--- src/rtl/alu_issue_ctrl_pkg.sv ---
// Shared definitions for the ALU issue controller: ALU op codes, ALUOp/funct codes, FSM states.
package alu_issue_ctrl_pkg;

  localparam logic [2:0] ALU_AND = 3'b000;
  localparam logic [2:0] ALU_OR  = 3'b001;
  localparam logic [2:0] ALU_ADD = 3'b010;
  localparam logic [2:0] ALU_SUB = 3'b110;
  localparam logic [2:0] ALU_SLT = 3'b111;

  localparam logic [1:0] ALUOP_ADD   = 2'b00;
  localparam logic [1:0] ALUOP_SUB   = 2'b01;
  localparam logic [1:0] ALUOP_FUNCT = 2'b10;
  localparam logic [1:0] ALUOP_RSVD  = 2'b11;

  localparam logic [5:0] FUNCT_ADD   = 6'b100000;
  localparam logic [5:0] FUNCT_SUB   = 6'b100010;
  localparam logic [5:0] FUNCT_AND   = 6'b100100;
  localparam logic [5:0] FUNCT_OR    = 6'b100101;
  localparam logic [5:0] FUNCT_SLT   = 6'b101010;
  localparam logic [5:0] FUNCT_MULTU = 6'b011001;

  typedef enum logic [1:0] {
    StIdle,
    StExec,
    StMul,
    StResp
  } state_e;

  typedef struct packed {
    logic [2:0] op;
    logic       is_mul;
    logic       err;
  } dec_t;

endpackage

--- src/rtl/alu_issue_ctrl_if.sv ---
// Decode-side request/response handshake plus the operand/result bus to the external ALU.
interface alu_issue_ctrl_if;

  logic        req_valid;
  logic        req_ready;
  logic [1:0]  req_aluop;
  logic [5:0]  req_funct;
  logic [31:0] req_a;
  logic [31:0] req_b;
  logic        rsp_valid;
  logic        rsp_ready;
  logic [31:0] rsp_result;
  logic [31:0] rsp_hi;
  logic        rsp_zero;
  logic        rsp_err;
  logic [31:0] alu_first;
  logic [31:0] alu_second;
  logic [2:0]  alu_op;
  logic [31:0] alu_result;
  logic        alu_zero;

  // master: the issue controller
  modport master (
    input  req_valid, req_aluop, req_funct, req_a, req_b, rsp_ready, alu_result, alu_zero,
    output req_ready, rsp_valid, rsp_result, rsp_hi, rsp_zero, rsp_err,
    output alu_first, alu_second, alu_op
  );

  modport slave (
    output req_valid, req_aluop, req_funct, req_a, req_b, rsp_ready, alu_result, alu_zero,
    input  req_ready, rsp_valid, rsp_result, rsp_hi, rsp_zero, rsp_err,
    input  alu_first, alu_second, alu_op
  );

endinterface

--- src/rtl/alu_issue_ctrl_op_decode.sv ---
// Combinational ALUOp/funct decode into the 3-bit ALU op, multiply select and error flag.
module alu_op_decode
  import alu_issue_ctrl_pkg::*;
#(
  parameter bit MUL_EN = 1'b1
) (
  input  logic [1:0] aluop,
  input  logic [5:0] funct,
  output dec_t       dec
);

  always_comb begin
    dec = '{op: ALU_ADD, is_mul: 1'b0, err: 1'b0};
    unique case (aluop)
      ALUOP_ADD:   dec.op = ALU_ADD;
      ALUOP_SUB:   dec.op = ALU_SUB;
      ALUOP_FUNCT: begin
        case (funct)
          FUNCT_ADD:   dec.op = ALU_ADD;
          FUNCT_SUB:   dec.op = ALU_SUB;
          FUNCT_AND:   dec.op = ALU_AND;
          FUNCT_OR:    dec.op = ALU_OR;
          FUNCT_SLT:   dec.op = ALU_SLT;
          FUNCT_MULTU: begin
            if (MUL_EN) dec.is_mul = 1'b1;
            else        dec.err    = 1'b1;
          end
          default:     dec.err = 1'b1;
        endcase
      end
      ALUOP_RSVD:  dec.err = 1'b1;
      default:     dec.err = 1'b1;
    endcase
  end

endmodule

--- src/rtl/alu_issue_ctrl.sv ---
// Issues decoded requests to an external combinational ALU and returns registered results;
// MULTU is sequenced as shift-add passes through the same ALU adder.
module alu_issue_ctrl
  import alu_issue_ctrl_pkg::*;
#(
  parameter bit          MUL_EN   = 1'b1,
  parameter int unsigned MUL_ITER = 32
) (
  input logic             clk,
  input logic             rst_n,
  alu_issue_ctrl_if.master bus
);

  localparam int unsigned CntW = $clog2(MUL_ITER);
  localparam logic [CntW-1:0] CntLast = CntW'(MUL_ITER - 1);

  state_e            state_q, state_d;
  logic [31:0]       first_q, first_d, second_q, second_d;
  logic [31:0]       result_q, result_d, hi_q, hi_d;
  logic [2:0]        op_q, op_d;
  logic              zero_q, zero_d, err_q, err_d;
  logic [CntW-1:0]   cnt_q, cnt_d;
  dec_t              dec;
  logic              carry;
  logic [63:0]       shifted;

  alu_op_decode #(
    .MUL_EN(MUL_EN)
  ) u_dec (
    .aluop(bus.req_aluop),
    .funct(bus.req_funct),
    .dec  (dec)
  );

  // Carry out of hi + mcand, recovered from the operand and sum MSBs.
  assign carry = (first_q[31] & second_q[31]) |
                 ((first_q[31] | second_q[31]) & ~bus.alu_result[31]);

  // During MULTU result_q holds LO and second_q holds the multiplicand.
  always_comb begin
    shifted = {1'b0, hi_q, result_q[31:1]};
    if (result_q[0]) shifted = {carry, bus.alu_result, result_q[31:1]};
  end

  always_comb begin
    state_d  = state_q;
    first_d  = first_q;
    second_d = second_q;
    op_d     = op_q;
    result_d = result_q;
    hi_d     = hi_q;
    zero_d   = zero_q;
    err_d    = err_q;
    cnt_d    = cnt_q;
    unique case (state_q)
      StIdle: begin
        if (bus.req_valid) begin
          hi_d     = '0;
          result_d = '0;
          zero_d   = 1'b0;
          err_d    = dec.err;
          cnt_d    = '0;
          if (dec.err) begin
            state_d = StResp;
          end else if (dec.is_mul) begin
            first_d  = '0;
            second_d = bus.req_a;
            op_d     = ALU_ADD;
            result_d = bus.req_b;
            state_d  = StMul;
          end else begin
            first_d  = bus.req_a;
            second_d = bus.req_b;
            op_d     = dec.op;
            state_d  = StExec;
          end
        end
      end
      StExec: begin
        result_d = bus.alu_result;
        zero_d   = bus.alu_zero;
        state_d  = StResp;
      end
      StMul: begin
        hi_d     = shifted[63:32];
        result_d = shifted[31:0];
        first_d  = shifted[63:32];
        cnt_d    = cnt_q + 1'b1;
        if (cnt_q == CntLast) begin
          zero_d  = (shifted == '0);
          state_d = StResp;
        end
      end
      StResp: begin
        if (bus.rsp_ready) state_d = StIdle;
      end
      default: state_d = StIdle;
    endcase
  end

  always_ff @(posedge clk) begin
    if (!rst_n) begin
      state_q  <= StIdle;
      first_q  <= '0;
      second_q <= '0;
      op_q     <= '0;
      result_q <= '0;
      hi_q     <= '0;
      zero_q   <= 1'b0;
      err_q    <= 1'b0;
      cnt_q    <= '0;
    end else begin
      state_q  <= state_d;
      first_q  <= first_d;
      second_q <= second_d;
      op_q     <= op_d;
      result_q <= result_d;
      hi_q     <= hi_d;
      zero_q   <= zero_d;
      err_q    <= err_d;
      cnt_q    <= cnt_d;
    end
  end

  assign bus.req_ready  = (state_q == StIdle);
  assign bus.rsp_valid  = (state_q == StResp);
  assign bus.rsp_result = result_q;
  assign bus.rsp_hi     = hi_q;
  assign bus.rsp_zero   = zero_q;
  assign bus.rsp_err    = err_q;
  assign bus.alu_first  = first_q;
  assign bus.alu_second = second_q;
  assign bus.alu_op     = op_q;

endmodule

--- src/flat_wrapper.sv ---
// flat-port wrapper written by rule: the top's interface ports become plain ports
module alu_issue_ctrl_flat import alu_issue_ctrl_pkg::*;
#(
  parameter bit          MUL_EN   = 1'b1,
  parameter int unsigned MUL_ITER = 32
)
  (clk, rst_n, bus_req_valid, bus_req_aluop, bus_req_funct, bus_req_a, bus_req_b, bus_rsp_ready, bus_alu_result, bus_alu_zero, bus_req_ready, bus_rsp_valid, bus_rsp_result, bus_rsp_hi, bus_rsp_zero, bus_rsp_err, bus_alu_first, bus_alu_second, bus_alu_op);
  alu_issue_ctrl_if bus_i ();
  input logic clk;
  input logic rst_n;
  input wire logic [$bits(bus_i.req_valid)-1:0] bus_req_valid;
  input wire logic [$bits(bus_i.req_aluop)-1:0] bus_req_aluop;
  input wire logic [$bits(bus_i.req_funct)-1:0] bus_req_funct;
  input wire logic [$bits(bus_i.req_a)-1:0] bus_req_a;
  input wire logic [$bits(bus_i.req_b)-1:0] bus_req_b;
  input wire logic [$bits(bus_i.rsp_ready)-1:0] bus_rsp_ready;
  input wire logic [$bits(bus_i.alu_result)-1:0] bus_alu_result;
  input wire logic [$bits(bus_i.alu_zero)-1:0] bus_alu_zero;
  output wire logic [$bits(bus_i.req_ready)-1:0] bus_req_ready;
  output wire logic [$bits(bus_i.rsp_valid)-1:0] bus_rsp_valid;
  output wire logic [$bits(bus_i.rsp_result)-1:0] bus_rsp_result;
  output wire logic [$bits(bus_i.rsp_hi)-1:0] bus_rsp_hi;
  output wire logic [$bits(bus_i.rsp_zero)-1:0] bus_rsp_zero;
  output wire logic [$bits(bus_i.rsp_err)-1:0] bus_rsp_err;
  output wire logic [$bits(bus_i.alu_first)-1:0] bus_alu_first;
  output wire logic [$bits(bus_i.alu_second)-1:0] bus_alu_second;
  output wire logic [$bits(bus_i.alu_op)-1:0] bus_alu_op;
  assign bus_i.req_valid = bus_req_valid;
  assign bus_i.req_aluop = bus_req_aluop;
  assign bus_i.req_funct = bus_req_funct;
  assign bus_i.req_a = bus_req_a;
  assign bus_i.req_b = bus_req_b;
  assign bus_i.rsp_ready = bus_rsp_ready;
  assign bus_i.alu_result = bus_alu_result;
  assign bus_i.alu_zero = bus_alu_zero;
  assign bus_req_ready = bus_i.req_ready;
  assign bus_rsp_valid = bus_i.rsp_valid;
  assign bus_rsp_result = bus_i.rsp_result;
  assign bus_rsp_hi = bus_i.rsp_hi;
  assign bus_rsp_zero = bus_i.rsp_zero;
  assign bus_rsp_err = bus_i.rsp_err;
  assign bus_alu_first = bus_i.alu_first;
  assign bus_alu_second = bus_i.alu_second;
  assign bus_alu_op = bus_i.alu_op;
  alu_issue_ctrl #(.MUL_EN(MUL_EN), .MUL_ITER(MUL_ITER)) u_core (.clk(clk), .rst_n(rst_n), .bus(bus_i));
endmodule
--- config.mk ---
export PLATFORM = sky130hd
export DESIGN_NAME = alu_issue_ctrl_flat
export DESIGN_NICKNAME = d
export VERILOG_FILES = /design/src/rtl/alu_issue_ctrl_pkg.sv /design/src/rtl/alu_issue_ctrl_if.sv /design/src/rtl/alu_issue_ctrl_op_decode.sv /design/src/rtl/alu_issue_ctrl.sv /design/src/flat_wrapper.sv
export SDC_FILE = /design/constraint.sdc
export NUM_CORES = 1
export LEC_CHECK = 0
export BUFFER_PORTS_ARGS = -buffer_cell sky130_fd_sc_hd__buf_2
export CAP_MARGIN = 5
export CORE_MARGIN = 5
export CORE_UTILIZATION = 45
export CTS_CLUSTER_SIZE = 20
export DETAILED_ROUTE_END_ITERATION = 6
export PLACE_DENSITY_LB_ADDON = 0.25
export SLEW_MARGIN = 20
export SYNTH_ARGS = -nofsm -noshare
export SYNTH_HDL_FRONTEND = slang
export SYNTH_SLANG_ARGS = --single-unit
--- constraint.sdc ---
create_clock -name clk -period 6.5 [get_ports clk]
set_clock_uncertainty 0.05 [all_clocks]
set_input_delay 0.325 -clock clk [delete_from_list [all_inputs] [get_ports clk]]
set_output_delay 0.325 -clock clk [all_outputs]
set_load 0.01 [all_outputs]
* Yosys cells after proc, flatten, opt, wreduce, memory -nomap -nowiden
Index checks and enable logic that the tools add are counted.
Cells by class: add/subtract/negate cells 1, mux-type cells 30, eq/ne operators 17, reduce and logical (&&, ||, !) cells 12, bitwise operators 6
Operator list (count):
- $mux 32 | 8
- $pmux 32 s2 | 2
- $pmux 32 s3 | 1
- $logic_not 64->1 | 1
- $mux 64 | 1
- $eq 6x6->1 const B | 5
- $pmux 3 s4 | 1
- $reduce_and 3->1 | 4
- $mux 2 | 5
- $pmux 5 s2 | 1
- $eq 2x2->1 const B | 4
- $pmux 2 s4 | 1
- $eq 6x5->1 const B | 1
- $ne 2x2->1 const B | 3
- $pmux 3 s2 | 1
- $reduce_and 2->1 | 3
- $reduce_or 6->1 | 1
- $add 5x1->5 const B | 1
- $eq 5x5->1 const B | 1
- $mux 1 | 5
- $mux 5 | 1
- $eq 2x1->1 const B | 2
- $mux 3 | 1
- $pmux 1 s3 | 1
- 8 further kinds | 11
Word-level totals: output and inout port bits 135, input bits 109, logic and storage cells 75, bits in registers 140

* Longest topological paths before layout
depth after elaboration 7, depth in mapped cells 10, mapped depth without buffers 8

* Modules after synthesis
A second synthesis with hierarchy kept.
Second synthesis, totals: cell total of the unflattened synthesis 774, area total of the unflattened synthesis 6942.9 um^2
By module, submodules not included:
- alu_issue_ctrl | seq. area each 2802.7 um^2, instances 1, cells each 750, area each 6749.0 um^2
- alu_op_decode | seq. area each 0.0 um^2, instances 1, cells each 24, area each 193.9 um^2

* Least setup slack after synthesis
Ideal clock, no wire load.
kind register to register, start register u_core.state_q[0], end register u_core.first_q[10] (netlist: u_core.bus.alu_first[10]), clock period less this slack 2.097 ns, data required time 6.384 ns, slack 4.403 ns, buffers on the path 3, arrival time 1.980 ns, cell stages (with the launch flop) 11, setup time 0.066 ns, cells stage by stage dfxtp_1 > inv_1 > ha_1 > and3b_1 > buf_6 > nand2_1 > o22ai_2 > or3_1 > buf_2 > buf_6 > a21oi_2
On the way: cells in the longest elaborated chain, start to end 3, elaborated cells between the ends (all ways) 7, those cells by class eq/ne: 3; mux: 1; reduce/logical: 3
RTL lines:
- start, declared | line alu_issue_ctrl.sv:17 | state_e state_q, state_d;
- start signal, assigned | line alu_issue_ctrl.sv:103 | state_q <= StIdle;
- start signal, assigned | line alu_issue_ctrl.sv:113 | state_q <= state_d;
- $logic_not 2->1 *
- net bus_req_ready | line flat_wrapper.sv:19 | output wire logic [$bits(bus_i.req_ready)-1:0] bus_req_ready;
- $ne 2x2->1 (no line) / $reduce_bool 2->1 (equally long branches)
- $reduce_and 3->1 (no line)
- end signal, assigned | line alu_issue_ctrl.sv:114 | first_q <= first_d;
- end, declared | line alu_issue_ctrl.sv:18 | logic [31:0] first_q, first_d, second_q, second_d;
Mark *: on every way through the listed nets, which the timed path passes. The rest lies on a longest branch. A chain may end at the register's enable or synchronous reset.

* Worst setup path after layout
start register u_core.state_q[0], end register u_core.first_q[31] (netlist: u_core.bus.alu_first[31])
On the way: cells in the longest elaborated chain, start to end 3, elaborated cells between the ends (all ways) 7, those cells by class eq/ne: 3; mux: 1; reduce/logical: 3
RTL lines:
- $logic_not 2->1 / $eq 2x2->1 (equally long branches) | line alu_issue_ctrl.sv:55 | unique case (state_q)
- $ne 2x2->1 (no line) / $reduce_bool 2->1 (equally long branches)
- $reduce_and 3->1 (no line)
Several ways; a longest one is shown, not always the timed one.

==> summary.md <==
| Metric | Value |
|---|---|
| Syn avg cell area | `9.43 µm²` |
| WP data required | `6.72 ns` |
| Peak supply drop | `0.195 mV` |
| Synth warn | `0` |
| Total core area | `0.0160 mm²` |
| Max-cap violations | `0` |
| Drt initial violations | `625` |
| Pwr Density | `390 mW/mm²` |
| CTS tree | `done` |
| Post-DP HPWL | `18100 µm` |
| Post-CTS Setup Inserts | `0` |
| Overflow after GRT | `0` |
| Worst path arrival time | `3.49 ns` |
| # IOs | `244` |
| Fmax | `0.306 GHz` |
| Post-synth EDFFs | `0` |
| Top post-synthesis cells by area | `dfxtp_1 (38%), a22oi_1 (9.5%), a211oi_1 (6.2%)` |
| Crit path kind | `register to register` |
| CTS sink count | `140` |
| Primary FF master, synth | `dfxtp_1` |
| Worst-Skew Late Latency | `0.43 ns` |
| Synthesized instance count | `782` |
| Clk pin slew, worst setup/hold paths | `0.06 ns` |
| Antenna-violating nets left | `0` |
| DP Cell Count | `1168` |
| Avg WL per Cell | `21.7 µm` |
| Flops & latches, synth | `140` |
| Worst Setup Start Kind | `register` |
| Mapped Area | `0.00737 mm²` |
| Post-synth net total | `902` |
| Most common cell after layout, fill and taps aside | `buf_2` |
| Num CTS Buffers | `17` |
| Status | `finished clean` |
| Largest net degree at the start of global routing | `71` |
| Worst-path fanout max | `39` |
| Die Ht | `138 µm` |
| Synth-to-Final Area Change | `24.5%` |
| Hold Crit Class | `input port to register` |
| Global-route wire length before repair | `41100 µm` |
| DIE AREA | `0.0190 mm²` |
| Final Hold Vio Count | `0` |
| Initial antenna violation count | `0` |
| Final setup TNS | `0 ns` |
| # resized after CTS | `0` |
| Post-synth cell types | `56` |
| Period utilisation layout | `50.2%` |
| ANT cells | `0` |
| CTS Buffer Depth | `2` |
| Total Nets Final | `1093` |
| Via count | `7343` |
| Routed WL | `26000 µm` |
| Final setup viols | `0` |
| Max_slew headroom | `25.1%` |
| Ys async rst share | `0%` |
| Layout cells sized above 1 | `38.1%` |
| Die width | `138 µm` |
| Hold_buf cts | `0` |
| Port bufs | `243` |
| Yosys top cell by area | `dfxtp_1` |
| Worst-margin pin slew | `1.12 ns` |
| Clock root cell | `clkbuf_16` |
| Worst setup EP type | `register` |
| Seq/Total Area, Yosys | `38.0%` |
| Initial Util | `46.1%` |
| H-Tree Depth | `4` |
| TritonRoute pass-1 iters | `5` |
| Hold slack | `0.168 ns` |
| Most frequent cells in the layout | `buf_2 (243), dfxtp_1 (139), a22oi_1 (93)` |
| Non-Filler Instances | `1202` |
| Vias in the first global route | `7163` |
| Area share of the largest cell type after synthesis | `38.0%` |
| Vias per cell | `6.11` |
| GRT Util Overall | `26.3%` |
| # rows | `46` |
| Final min period | `3.26 ns` |
| Slew Viols, Final | `0` |
| RSZ-0062 raised after global routing | `no` |
| Residual DRC | `0` |
| GPL Wtd Cong | `0.815` |
| LEAKAGE | `3.80 nW` |
metal layers:
metal	global-route usage, %	wire, µm
met5	0	0
met4	7.49	423
met3	6.28	1850
met2	42.9	12300
met1	35.0	11500
final cells by class:
class | instances | area [µm²]
repair buffers | 257 | 1350
multi-input cells | 549 | 4180
fillers | 1494 | 6820
flip-flops and latches | 140 | 2800
clock buffers | 17 | 425
well taps | 216 | 270
clock inverters | 15 | 125
inverters | 8 | 31.3
cells by family after synthesis:
group                      count (synthesis)  share of synthesized area [%]
adders and majority gates                 12                           2.00
buffers and inverters                     93                           5.97
muxes                                     68                           9.77
AOI/OAI and AO/OA                        314                           32.9
and+or+nand+nor                          155                           11.4
DFF                                      140                           38.0
path summary, 6_finish.rpt:
| path | from | end | slack (ns) | cells after the start |
|---|---|---|---|---|
| worst min register to register | u_core.bus.rsp_hi[31] | u_core.bus.rsp_hi[31] | 0.43 | 2 |
| worst max register to register | u_core.state_q[0] | u_core.bus.alu_first[31] | 3.24 | 5 |
| worst min-delay path | bus_req_a[31] | u_core.bus.alu_first[31] | 0.17 | 3 |
| worst max-delay path | u_core.state_q[0] | u_core.bus.alu_first[31] | 3.24 | 5 |
metrics by stage:
| step | total power [mW] | utilization, % | instance area (µm²) | worst slack (ns) |
|---|---|---|---|---|
| after floorplan | 2.14 | - | 7370 | 4.40 |
| after global placement | 2.64 | 53.7 | 8590 | 3.28 |
| after detailed placement | 2.66 | 53.7 | 8590 | 3.25 |
| after CTS | 3.58 | 57.1 | 9140 | 3.24 |
| after global routing | 3.77 | 57.4 | 9180 | 3.05 |
| final | 3.59 | 57.4 | 9180 | 3.24 |
critical path, cell delays in order (launching register included):
cell and delay [ns]:
dfxtp_1 0.35, inv_1 0.12, ha_2 0.73, nor2b_4 0.84, or3_2 0.85, a21oi_1 0.13
flip-flops by register name, summed over array words and instances (netlist names):
register	flops
u_core.bus.alu_first	32
u_core.bus.rsp_hi	32
u_core.bus.rsp_result	32
u_core.state_q	2
u_core.cnt_q	5
u_core.bus.rsp_zero	1
u_core.bus.alu_op	3
u_core.bus.rsp_err	1
u_core.bus.alu_second	32
power by group:
group | total, mW | switching [mW] | internal (mW)
registers | 1.22 | 0.169 | 1.06
logic | 1.44 | 0.906 | 0.530
clock network | 0.925 | 0.401 | 0.524
total | 3.59 | 1.48 | 2.11
synthesized netlist by cell type (7+ instances only):
| library cell | count |
|---|---|
| nor2_1 | 72 |
| inv_1 | 7 |
| buf_6 | 8 |
| ha_1 | 11 |
| a211oi_1 | 61 |
| a22o_1 | 32 |
| clkbuf_1 | 62 |
| buf_2 | 9 |
| nor4_1 | 18 |
| mux2_2 | 32 |
| a22oi_1 | 93 |
| nand3_1 | 9 |
| a21oi_2 | 31 |
| mux2i_1 | 36 |
| nand2_1 | 11 |
| nor3_1 | 10 |
| o41ai_1 | 32 |
| dfxtp_1 | 140 |
| a21oi_1 | 45 |
No activity file was read; power rests on OpenSTA's default activity.
